### config.mk
export PLATFORM = sky130hd
export DESIGN_NAME = mcp_core
export DESIGN_NICKNAME = d
export VERILOG_FILES = /design/src/rtl/mcp_core.sv
export SDC_FILE = /design/constraint.sdc
export NUM_CORES = 2
export LEC_CHECK = 0
export ABC_CLOCK_PERIOD_IN_PS = 3140
export CAP_MARGIN = 10
export CORE_UTILIZATION = 45
export DETAILED_ROUTE_END_ITERATION = 10
export RECOVER_POWER = 50
export SYNTH_ARGS = -nofsm -noshare
export SYNTH_HDL_FRONTEND = slang
export SYNTH_SLANG_ARGS = --single-unit
### constraint.sdc
create_clock -name clk -period 3.14 [get_ports clk]
set_clock_uncertainty 0.15 [all_clocks]
set_input_delay 0.942 -clock clk [delete_from_list [all_inputs] [get_ports clk]]
set_output_delay 0.942 -clock clk [all_outputs]
set_load 0.005 [all_outputs]
### src/rtl/mcp_core.sv
// Multi-cycle MIPS-subset core sharing a single memory port for instruction fetch and data access.
// Latency: j/branch 3 cycles, sw and R-type/addi 4, lw 5 with an ack in the same cycle as the request; each ack wait adds one cycle.
// Backpressure: mem_req is held with a stable address and data until mem_ack; the FSM stalls in FETCH or MEM while it waits.
module mcp_core #(
  parameter int                   DATAWIDTH    = 32,
  parameter int                   ADDRESSWIDTH = 5,
  parameter logic [DATAWIDTH-1:0] RESET_PC     = '0
) (
  input  logic                 clk,
  input  logic                 rstb,
  output logic                 mem_req,
  output logic                 mem_we,
  output logic [DATAWIDTH-1:0] mem_addr,
  output logic [DATAWIDTH-1:0] mem_wdata,
  input  logic [DATAWIDTH-1:0] mem_rdata,
  input  logic                 mem_ack,
  output logic                 halt,
  output logic [DATAWIDTH-1:0] pc
);

  localparam int NREGS = 2 ** ADDRESSWIDTH;

  // Primary opcodes
  localparam logic [5:0] OP_RTYPE = 6'h00;
  localparam logic [5:0] OP_J     = 6'h02;
  localparam logic [5:0] OP_BEQ   = 6'h04;
  localparam logic [5:0] OP_BNE   = 6'h05;
  localparam logic [5:0] OP_BGTZ  = 6'h07;
  localparam logic [5:0] OP_ADDI  = 6'h08;
  localparam logic [5:0] OP_LW    = 6'h23;
  localparam logic [5:0] OP_SW    = 6'h2B;

  // R-type function codes
  localparam logic [5:0] F_SLL = 6'h00;
  localparam logic [5:0] F_ADD = 6'h20;
  localparam logic [5:0] F_SUB = 6'h22;
  localparam logic [5:0] F_AND = 6'h24;
  localparam logic [5:0] F_OR  = 6'h25;
  localparam logic [5:0] F_SLT = 6'h2A;

  typedef enum logic [2:0] {
    FETCH,
    DECODE,
    EXEC,
    MEM,
    WB,
    HALT
  } state_t;

  state_t               state;
  logic [DATAWIDTH-1:0] ir;
  logic [DATAWIDTH-1:0] a;
  logic [DATAWIDTH-1:0] b;
  logic [DATAWIDTH-1:0] alu_out;
  logic [DATAWIDTH-1:0] mdr;
  logic [DATAWIDTH-1:0] regs [NREGS];

  // Instruction fields, all taken from the latched IR
  logic [5:0]              opcode;
  logic [5:0]              funct;
  logic [4:0]              shamt;
  logic [15:0]             imm;
  logic [25:0]             target;
  logic [ADDRESSWIDTH-1:0] rs_idx;
  logic [ADDRESSWIDTH-1:0] rt_idx;
  logic [ADDRESSWIDTH-1:0] rd_idx;

  assign opcode = ir[31:26];
  assign rs_idx = ADDRESSWIDTH'(ir[25:21]);
  assign rt_idx = ADDRESSWIDTH'(ir[20:16]);
  assign rd_idx = ADDRESSWIDTH'(ir[15:11]);
  assign shamt  = ir[10:6];
  assign funct  = ir[5:0];
  assign imm    = ir[15:0];
  assign target = ir[25:0];

  logic [DATAWIDTH-1:0] sext_imm;
  assign sext_imm = {{(DATAWIDTH-16){imm[15]}}, imm};

  // Instruction classes
  logic is_rtype, is_addi, is_lw, is_sw, is_j, is_branch;
  assign is_rtype  = (opcode == OP_RTYPE);
  assign is_addi   = (opcode == OP_ADDI);
  assign is_lw     = (opcode == OP_LW);
  assign is_sw     = (opcode == OP_SW);
  assign is_j      = (opcode == OP_J);
  assign is_branch = (opcode == OP_BEQ) || (opcode == OP_BNE) || (opcode == OP_BGTZ);

  // Flag opcodes/functs outside the supported subset so DECODE can stop the core
  logic legal;
  always_comb begin
    legal = 1'b0;
    case (opcode)
      OP_RTYPE: begin
        case (funct)
          F_ADD, F_SUB, F_AND, F_OR, F_SLT, F_SLL: legal = 1'b1;
          default:                                 legal = 1'b0;
        endcase
      end
      OP_J, OP_BEQ, OP_BNE, OP_BGTZ, OP_ADDI, OP_LW, OP_SW: legal = 1'b1;
      default: legal = 1'b0;
    endcase
  end

  // Register file read ports; index 0 always reads as zero
  logic [DATAWIDTH-1:0] rd_a;
  logic [DATAWIDTH-1:0] rd_b;
  assign rd_a = (rs_idx == '0) ? '0 : regs[rs_idx];
  assign rd_b = (rt_idx == '0) ? '0 : regs[rt_idx];

  // ALU result for EXEC: R-type ops, or A + sext(imm) for addi and address generation
  logic                 slt_bit;
  logic [DATAWIDTH-1:0] alu_res;
  assign slt_bit = ($signed(a) < $signed(b));
  always_comb begin
    alu_res = '0;
    if (is_rtype) begin
      case (funct)
        F_ADD:   alu_res = a + b;
        F_SUB:   alu_res = a - b;
        F_AND:   alu_res = a & b;
        F_OR:    alu_res = a | b;
        F_SLT:   alu_res = {{(DATAWIDTH-1){1'b0}}, slt_bit};
        F_SLL:   alu_res = b << shamt;
        default: alu_res = '0;
      endcase
    end else begin
      alu_res = a + sext_imm;
    end
  end

  // Branch condition; bgtz treats A as signed and strictly positive
  logic br_taken;
  always_comb begin
    br_taken = 1'b0;
    case (opcode)
      OP_BEQ:  br_taken = (a == b);
      OP_BNE:  br_taken = (a != b);
      OP_BGTZ: br_taken = !a[DATAWIDTH-1] && (a != '0);
      default: br_taken = 1'b0;
    endcase
  end

  // pc already points past the branch when EXEC runs, so offsets are relative to it
  logic [DATAWIDTH-1:0] pc_inc;
  logic [DATAWIDTH-1:0] br_target;
  logic [DATAWIDTH-1:0] j_target;
  assign pc_inc    = pc + DATAWIDTH'(4);
  assign br_target = pc + (sext_imm << 2);
  assign j_target  = {pc[DATAWIDTH-1:28], target, 2'b00};

  // Write-back destination: rd for R-type, rt for addi/lw; lw writes MDR
  logic [ADDRESSWIDTH-1:0] wb_idx;
  logic [DATAWIDTH-1:0]    wb_data;
  always_comb begin
    wb_idx  = '0;
    wb_data = alu_out;
    if (is_rtype) begin
      wb_idx = rd_idx;
    end else if (is_lw) begin
      wb_idx  = rt_idx;
      wb_data = mdr;
    end else if (is_addi) begin
      wb_idx = rt_idx;
    end
  end

  // Memory port is a pure decode of the registered state, so an immediate ack costs
  // no extra cycle; rstb gates it so an access is dropped the instant reset asserts.
  assign mem_req   = rstb && ((state == FETCH) || (state == MEM));
  assign mem_we    = rstb && (state == MEM) && is_sw;
  assign mem_addr  = (state == MEM) ? {alu_out[DATAWIDTH-1:2], 2'b00} : pc;
  assign mem_wdata = b;

  // Main control FSM: sequences fetch/decode/execute/memory/write-back and owns pc, IR, A, B, ALUOut, MDR, halt
  always_ff @(posedge clk or negedge rstb) begin
    if (!rstb) begin
      state   <= FETCH;
      pc      <= RESET_PC;
      ir      <= '0;
      a       <= '0;
      b       <= '0;
      alu_out <= '0;
      mdr     <= '0;
      halt    <= 1'b0;
    end else begin
      case (state)
        FETCH: begin
          if (mem_ack) begin
            ir    <= mem_rdata;
            pc    <= pc_inc;
            state <= DECODE;
          end
        end
        DECODE: begin
          a <= rd_a;
          b <= rd_b;
          if (legal) begin
            state <= EXEC;
          end else begin
            state <= HALT;
            halt  <= 1'b1;
          end
        end
        EXEC: begin
          if (is_branch) begin
            if (br_taken) begin
              pc <= br_target;
            end
            state <= FETCH;
          end else if (is_j) begin
            pc    <= j_target;
            state <= FETCH;
          end else if (is_lw || is_sw) begin
            alu_out <= alu_res;
            state   <= MEM;
          end else begin
            alu_out <= alu_res;
            state   <= WB;
          end
        end
        MEM: begin
          if (mem_ack) begin
            if (is_lw) begin
              mdr   <= mem_rdata;
              state <= WB;
            end else begin
              state <= FETCH;
            end
          end
        end
        WB: begin
          state <= FETCH;
        end
        HALT: begin
          state <= HALT;
          halt  <= 1'b1;
        end
        default: begin
          state <= FETCH;
        end
      endcase
    end
  end

  // Register file write port: committed in WB, writes to index 0 are dropped
  always_ff @(posedge clk or negedge rstb) begin
    if (!rstb) begin
      for (int i = 0; i < NREGS; i++) begin
        regs[i] <= '0;
      end
    end else if ((state == WB) && (wb_idx != '0)) begin
      regs[wb_idx] <= wb_data;
    end
  end

endmodule

[Yosys cells after proc, flatten, opt, wreduce, memory -nomap -nowiden]
Cells that the tools add are included.
Operators by class
  add/sub/neg operators: 5
  $lt $le $gt $ge: 5
  equality and inequality tests: 26
  shifts and indexed selects: 1
  multiplexer cells: 37
  bitwise operators: 7
  reduce and logical (&&, ||, !) cells: 29
Operators with widths (number)
  $bwmux W1024: 1
  $mux W32: 14
  $bmux W32 S5: 2
  $pmux W32 S6: 1
  $demux W32 S5: 1
  $add A32 B32 Y32: 3
  $pmux W32 S2: 1
  $eq A6 B6 Y1 const B: 7
  $add A32 B3 Y32 const B: 1
  $and A32 B32 Y32: 1
  $eq A32 B32 Y1: 1
  $lt A32 B32 Y1: 1
  $ne A32 B32 Y1: 1
  $or A32 B32 Y32: 1
  $reduce_bool A32 Y1: 1
  $shl A32 B5 Y32: 1
  $sub A32 B32 Y32: 1
  $mux W28: 1
  $mux W3: 7
  $eq A6 B3 Y1 const B: 3
  $ge A6 B6 Y1 const B: 3
  $not A5 Y6: 3
  $mux W5: 3
  $pmux W3 S5: 1
  other kinds (25): 50
Storage, ports and cells
  bits in registers: 1220
  input port bits: 35
  output and inout port bits: 99
  logic and storage cells: 151

[Longest topological paths before layout]
  word-level depth: 10
  depth in mapped cells: 14
  gate-level depth less buffers: 14

[Worst setup path after synthesis]
No wires, ideal clock.
  path kind: register to register
  start: register ir[15]
  end: register alu_out[31]
  library setup time: 0.131 ns
  data arrival time: 3.022 ns
  data required time: 2.859 ns
  path slack: -0.164 ns
  stages on the path, launching flop included: 10
  path buffers: 0
  period minus slack after synthesis: 3.304 ns
  cells stage by stage: dfrtp_1 -> ha_1 -> a21o_1 -> a21o_1 -> a2111o_1 -> o221ai_1 -> o22ai_1 -> xnor2_1 -> a22o_1 -> or3b_1
On the way
  word-level cells in the longest chain between the ends: 2
RTL lines
  start, declared: line 51  | logic [DATAWIDTH-1:0] ir;
  start signal, assigned: line 190  | ir <= mem_rdata;
  $add A32 B32 Y32: line 128  | alu_res = a + sext_imm;
  $mux W32: line 117  | if (is_rtype) begin
  end signal, assigned: line 215  | alu_out <= alu_res;
  end signal, assigned: line 218  | alu_out <= alu_res;
  end, declared: line 54  | logic [DATAWIDTH-1:0] alu_out;
Every way passes these cells.
A chain may end at the register's enable or synchronous reset.

[Worst setup path after layout]
  start: register state[2]
  end: output port mem_addr[18]
On the way
  word-level cells in the longest chain between the ends: 2
RTL lines
  start, declared: line 50  | state_t state;
  start signal, assigned: line 178  | state <= FETCH;
  start signal, assigned: line 192  | state <= DECODE;
  start signal, assigned: line 199  | state <= EXEC;
  $eq A3 B2 Y1: line 172  | assign mem_addr = (state == MEM) ? {alu_out[DATAWIDTH-1:2], 2'b00} : pc;
  $mux W32: line 172
  end, declared: line 13  | output logic [DATAWIDTH-1:0] mem_addr,
Every way passes these cells.

==> qor.yml <==
status:
  status: "complete, but fails checks"
  violations: "negative setup slack"
setup_path:
  crit_family: "buffers and inverters"
  crit_type: "reg -> out"
  cp_num_buf_inv: 5
  path_max_fanout: 6
  critPathLaunchType: "register"
  end_kind: "primary output"
  r2r-end: "pc[26]$_DFFE_PN0P_"
  worstPathRequired_ns: 2.05
  worstRegToRegCells: 15
  cp_cell_sequence: "nand3b_1 -> buf_6 -> buf_12 -> buf_12 -> buf_8 -> mux2_4 -> buf_6"
  crit_slowest_cell: "dfrtp_1"
  arrival_ns: 2.33
  r2r_start: "mem_wdata[6]$_DFFE_PN0N_"
  regToRegSetupSlack_ns: -0.26
  slowest_delay_ns: 0.38
power:
  p_clk_share_pct: 22.5
  swShare_pct: 42.2
  ir_drop_uv: 654
  switchingPower_w: 0.0320
  power_frac_comb_pct: 52.6
  power_density_nw_per_um2: 867
  intPower_w: 0.0438
  seq_power_share_pct: 24.9
  leakagePower_nw: 37.5
finish:
  area_growth_pct: 23.5
  final_net_count: 7398
  fillCellCount: 13300
  stdcell_area_um2: 87300
  final_common_cell: "dfrtp_1"
  drive_gt1_share_pct: 31.6
  final_cell_mix: "1194 x dfrtp_1, 798 x nand2_1, 701 x o21ai_0"
clocking:
  cts_max_path_buffers: 3
  clkLatencyLatePin_ns: 0.80
  cts-buffers-inserted: 139
  clk_pin_slew_ns: 0.06
  h-tree-depth: 4
  cts-root-buf: "clkbuf_16"
  cts.sinks: 1218
  cts_tree: "yes"
place:
  io_buffers: 129
  hpwl_mm: 183
  place_area_um2: 80300
  gp_congestion: 1.05
sta:
  finalCritPeriodShare_pct: 109
  hold_ws_ns: 0.242
  setup_tns_ns: -41.65
  setup_viol: 455
  finalHoldViolCount: 0
  drv_slew: 0
  relSlewSlack_pct: 2.48
  period_needed_ns: 3.42
  rsz0062_at_grt: "yes"
  worst_pin_slew_ns: 1.46
  setup_slack_ns: -0.281
  max_freq_ghz: 0.292
synthesis:
  synth_flop_cell: "dfrtp_1"
  synth-edff-count: 0
  synth.yosys.seq_area_share_pct: 43.1
  syn_area_per_cell_um2: 10.6
  synth_area_um2: 70700
  ys_types: 95
  ys_ff_latch: 1218
  yosysWarnings: 0
  synth_cells: 6645
  async_reset_ff_share_pct: 100
detailed_routing:
  routed_wl_mm: 263
  antenna_left: 0
  drt_first_pass_iters: 8
  vias: 58700
  drt_iter0_drc: 6170
  drt-wirelength-per-cell_um: 28.0
  drc: 0
  vias_per_cell: 6.26
global_routing:
  grt_pass1_wl_mm: 389
  grt-ovfl-total: 0
  antenna_found_initial: 8
  grt_pass1_vias: 57800
  grt_start_max_net_pins: 152
  grtUsageTotal_pct: 33.2
flow_run:
  drv_cap: 0
die:
  die-area_um2: 159000
  initial_core_util_pct: 45.3
  die_w_um: 398
  die_h_um: 398
  core-area_um2: 156000
  io_pins: 134
  placementRows: 145
min_path:
  worstHoldStart: "regs[996]$_DFFE_PN0P_"
  hold_end: "regs[996]$_DFFE_PN0P_"
  hold_class: "reg -> reg"
  holdPathStages: 0
==> power by group through the flow <==
| stage | clock [W] | combinational [W] | sequential [W] |
|---|---|---|---|
| floorplan | 0 | 0.0199 | 0.0183 |
| global placement | 0 | 0.0366 | 0.0190 |
| detailed placement | 0 | 0.0366 | 0.0191 |
| CTS | 0.0173 | 0.0379 | 0.0188 |
| global route | 0.0179 | 0.0418 | 0.0190 |
| finish | 0.0170 | 0.0398 | 0.0189 |
==> layer usage <==
metal / global-route usage [%] / routed length [µm] / part of all wire, % / vias to the layer above
met3: 6.88 / 22600 / 8.6 / 599
met4: 12.5 / 11200 / 4.3 / 12
met1: 45.5 / 107000 / 41 / 29900
met5: 0.696 / 231 / 0.088 / -
li1: - / - / - / 25500
met2: 51.9 / 121000 / 46 / 2624
==> layout make-up <==
type / instances / area (µm²) / share of cell area, %
diodes: 1 / 2.50 / 0.00287
clock buffers: 205 / 4070 / 4.66
clock inverters: 49 / 703 / 0.806
inverters: 132 / 498 / 0.571
multi-input cells: 4666 / 39100 / 44.8
flip-flops and latches: 1218 / 30500 / 35.0
well taps: 2058 / 2570 / 2.95
repair buffers: 1038 / 9780 / 11.2
==> how the worst max path moves through the flow <==
stage,to,from,slack [ns],cells after the start
final,mem_addr[18],state[2]$_DFFE_PN0P_,-0.28,7
after CTS,pc[23]$_DFFE_PN0P_,mem_wdata[7]$_DFFE_PN0N_,-0.31,14
after floorplan,alu_out[31]$_DFFE_PN0P_,a[1]$_DFFE_PN0N_,-0.02,12
after global placement,pc[4]$_DFFE_PN0P_,a[8]$_DFFE_PN0N_,-0.63,14
after global routing,alu_out[28]$_DFFE_PN0P_,a[0]$_DFFE_PN0N_,-0.36,14
after detailed placement,pc[4]$_DFFE_PN0P_,a[8]$_DFFE_PN0N_,-0.62,14
==> stage by stage <==
step                      total power (W)  setup WS (ns)  util, %  std cells
final                              0.0757         -0.281     55.9       9367
after global routing               0.0786         -0.358     55.9       9366
after CTS                          0.0740         -0.315     55.3       9322
after detailed placement           0.0557         -0.620     51.5       9036
after global placement             0.0556         -0.630     51.5       9036
after floorplan                    0.0382        -0.0187        -       6648
==> state kept, by name, indices dropped and copies added (netlist names), 3 cells and up <==
register and count:
regs 1024, alu_out 32, mem_wdata 32, state 3, mdr 32, ir 32
a 32, pc 30
==> cells by family (layout without fill, tap and decap cells) <==
logic type,Yosys count,count (layout),synth area share [%]
compound gates,1855,1855,15.2
simple gates,1679,1679,9.92
fa+ha+maj,168,168,3.02
buf+inv,764,1424,4.39
other cells,1,5,0.00531
mux,888,888,23.5
xor+xnor,72,72,0.892
flops,1218,1218,43.1
==> synth_stat cells (all sizes together) (11+ instances only) <==
cell    count  area share, %
dfrtp    1218             43
nand2     823            4.4
o21ai     789            5.6
mux4      597             19
a21oi     581            4.1
nor2      566            3.0
clkbuf    430            2.3
buf       202            1.4
mux2      186            3.0
ha        164            2.9
inv       131           0.70
mux2i     105            1.5
o22ai     100           0.89
nand3      51           0.36
o32ai      50           0.62
xnor2      47           0.58
nor2b      44           0.39
a211oi     43           0.49
nor3       43           0.31
a21o       38           0.40
o21a       28           0.30
o211ai     27           0.30
xor2       25           0.31
and3       24           0.21
a31oi      22           0.19
nand2b     22           0.19
nor4       22           0.22
nand4      21           0.19
o221ai     19           0.24
o21bai     16           0.17
a22oi      15           0.16
and2       14           0.12
nand3b     13           0.14
o31ai      13           0.14
or3        13           0.12
a222oi     12           0.17
a221oi     11           0.15
==> what timing repair did <==
item,in CTS,in global routing
hold buffers,1,0
cloned,4,3
setup endpoints to repair,87,241
buffers inserted,32,51
pin swaps,84,143
gates resized for setup,337,266
endpoints found under the hold margin,8,0
==> worst reg2reg max path, stage by stage (launching register included) <==
cell      delay (ns)
dfrtp_1         0.38
inv_2           0.09
ha_4            0.21
or3_4           0.41
nor4_4          0.26
buf_4           0.18
nand4_1         0.12
buf_6           0.17
mux2i_4         0.19
a21boi_4        0.19
nor2_4          0.08
a21o_4          0.29
buf_4           0.16
nor2_4          0.15
o211a_1         0.19
a311oi_2        0.05
Note: power is estimated with default switching activity, not from simulation.
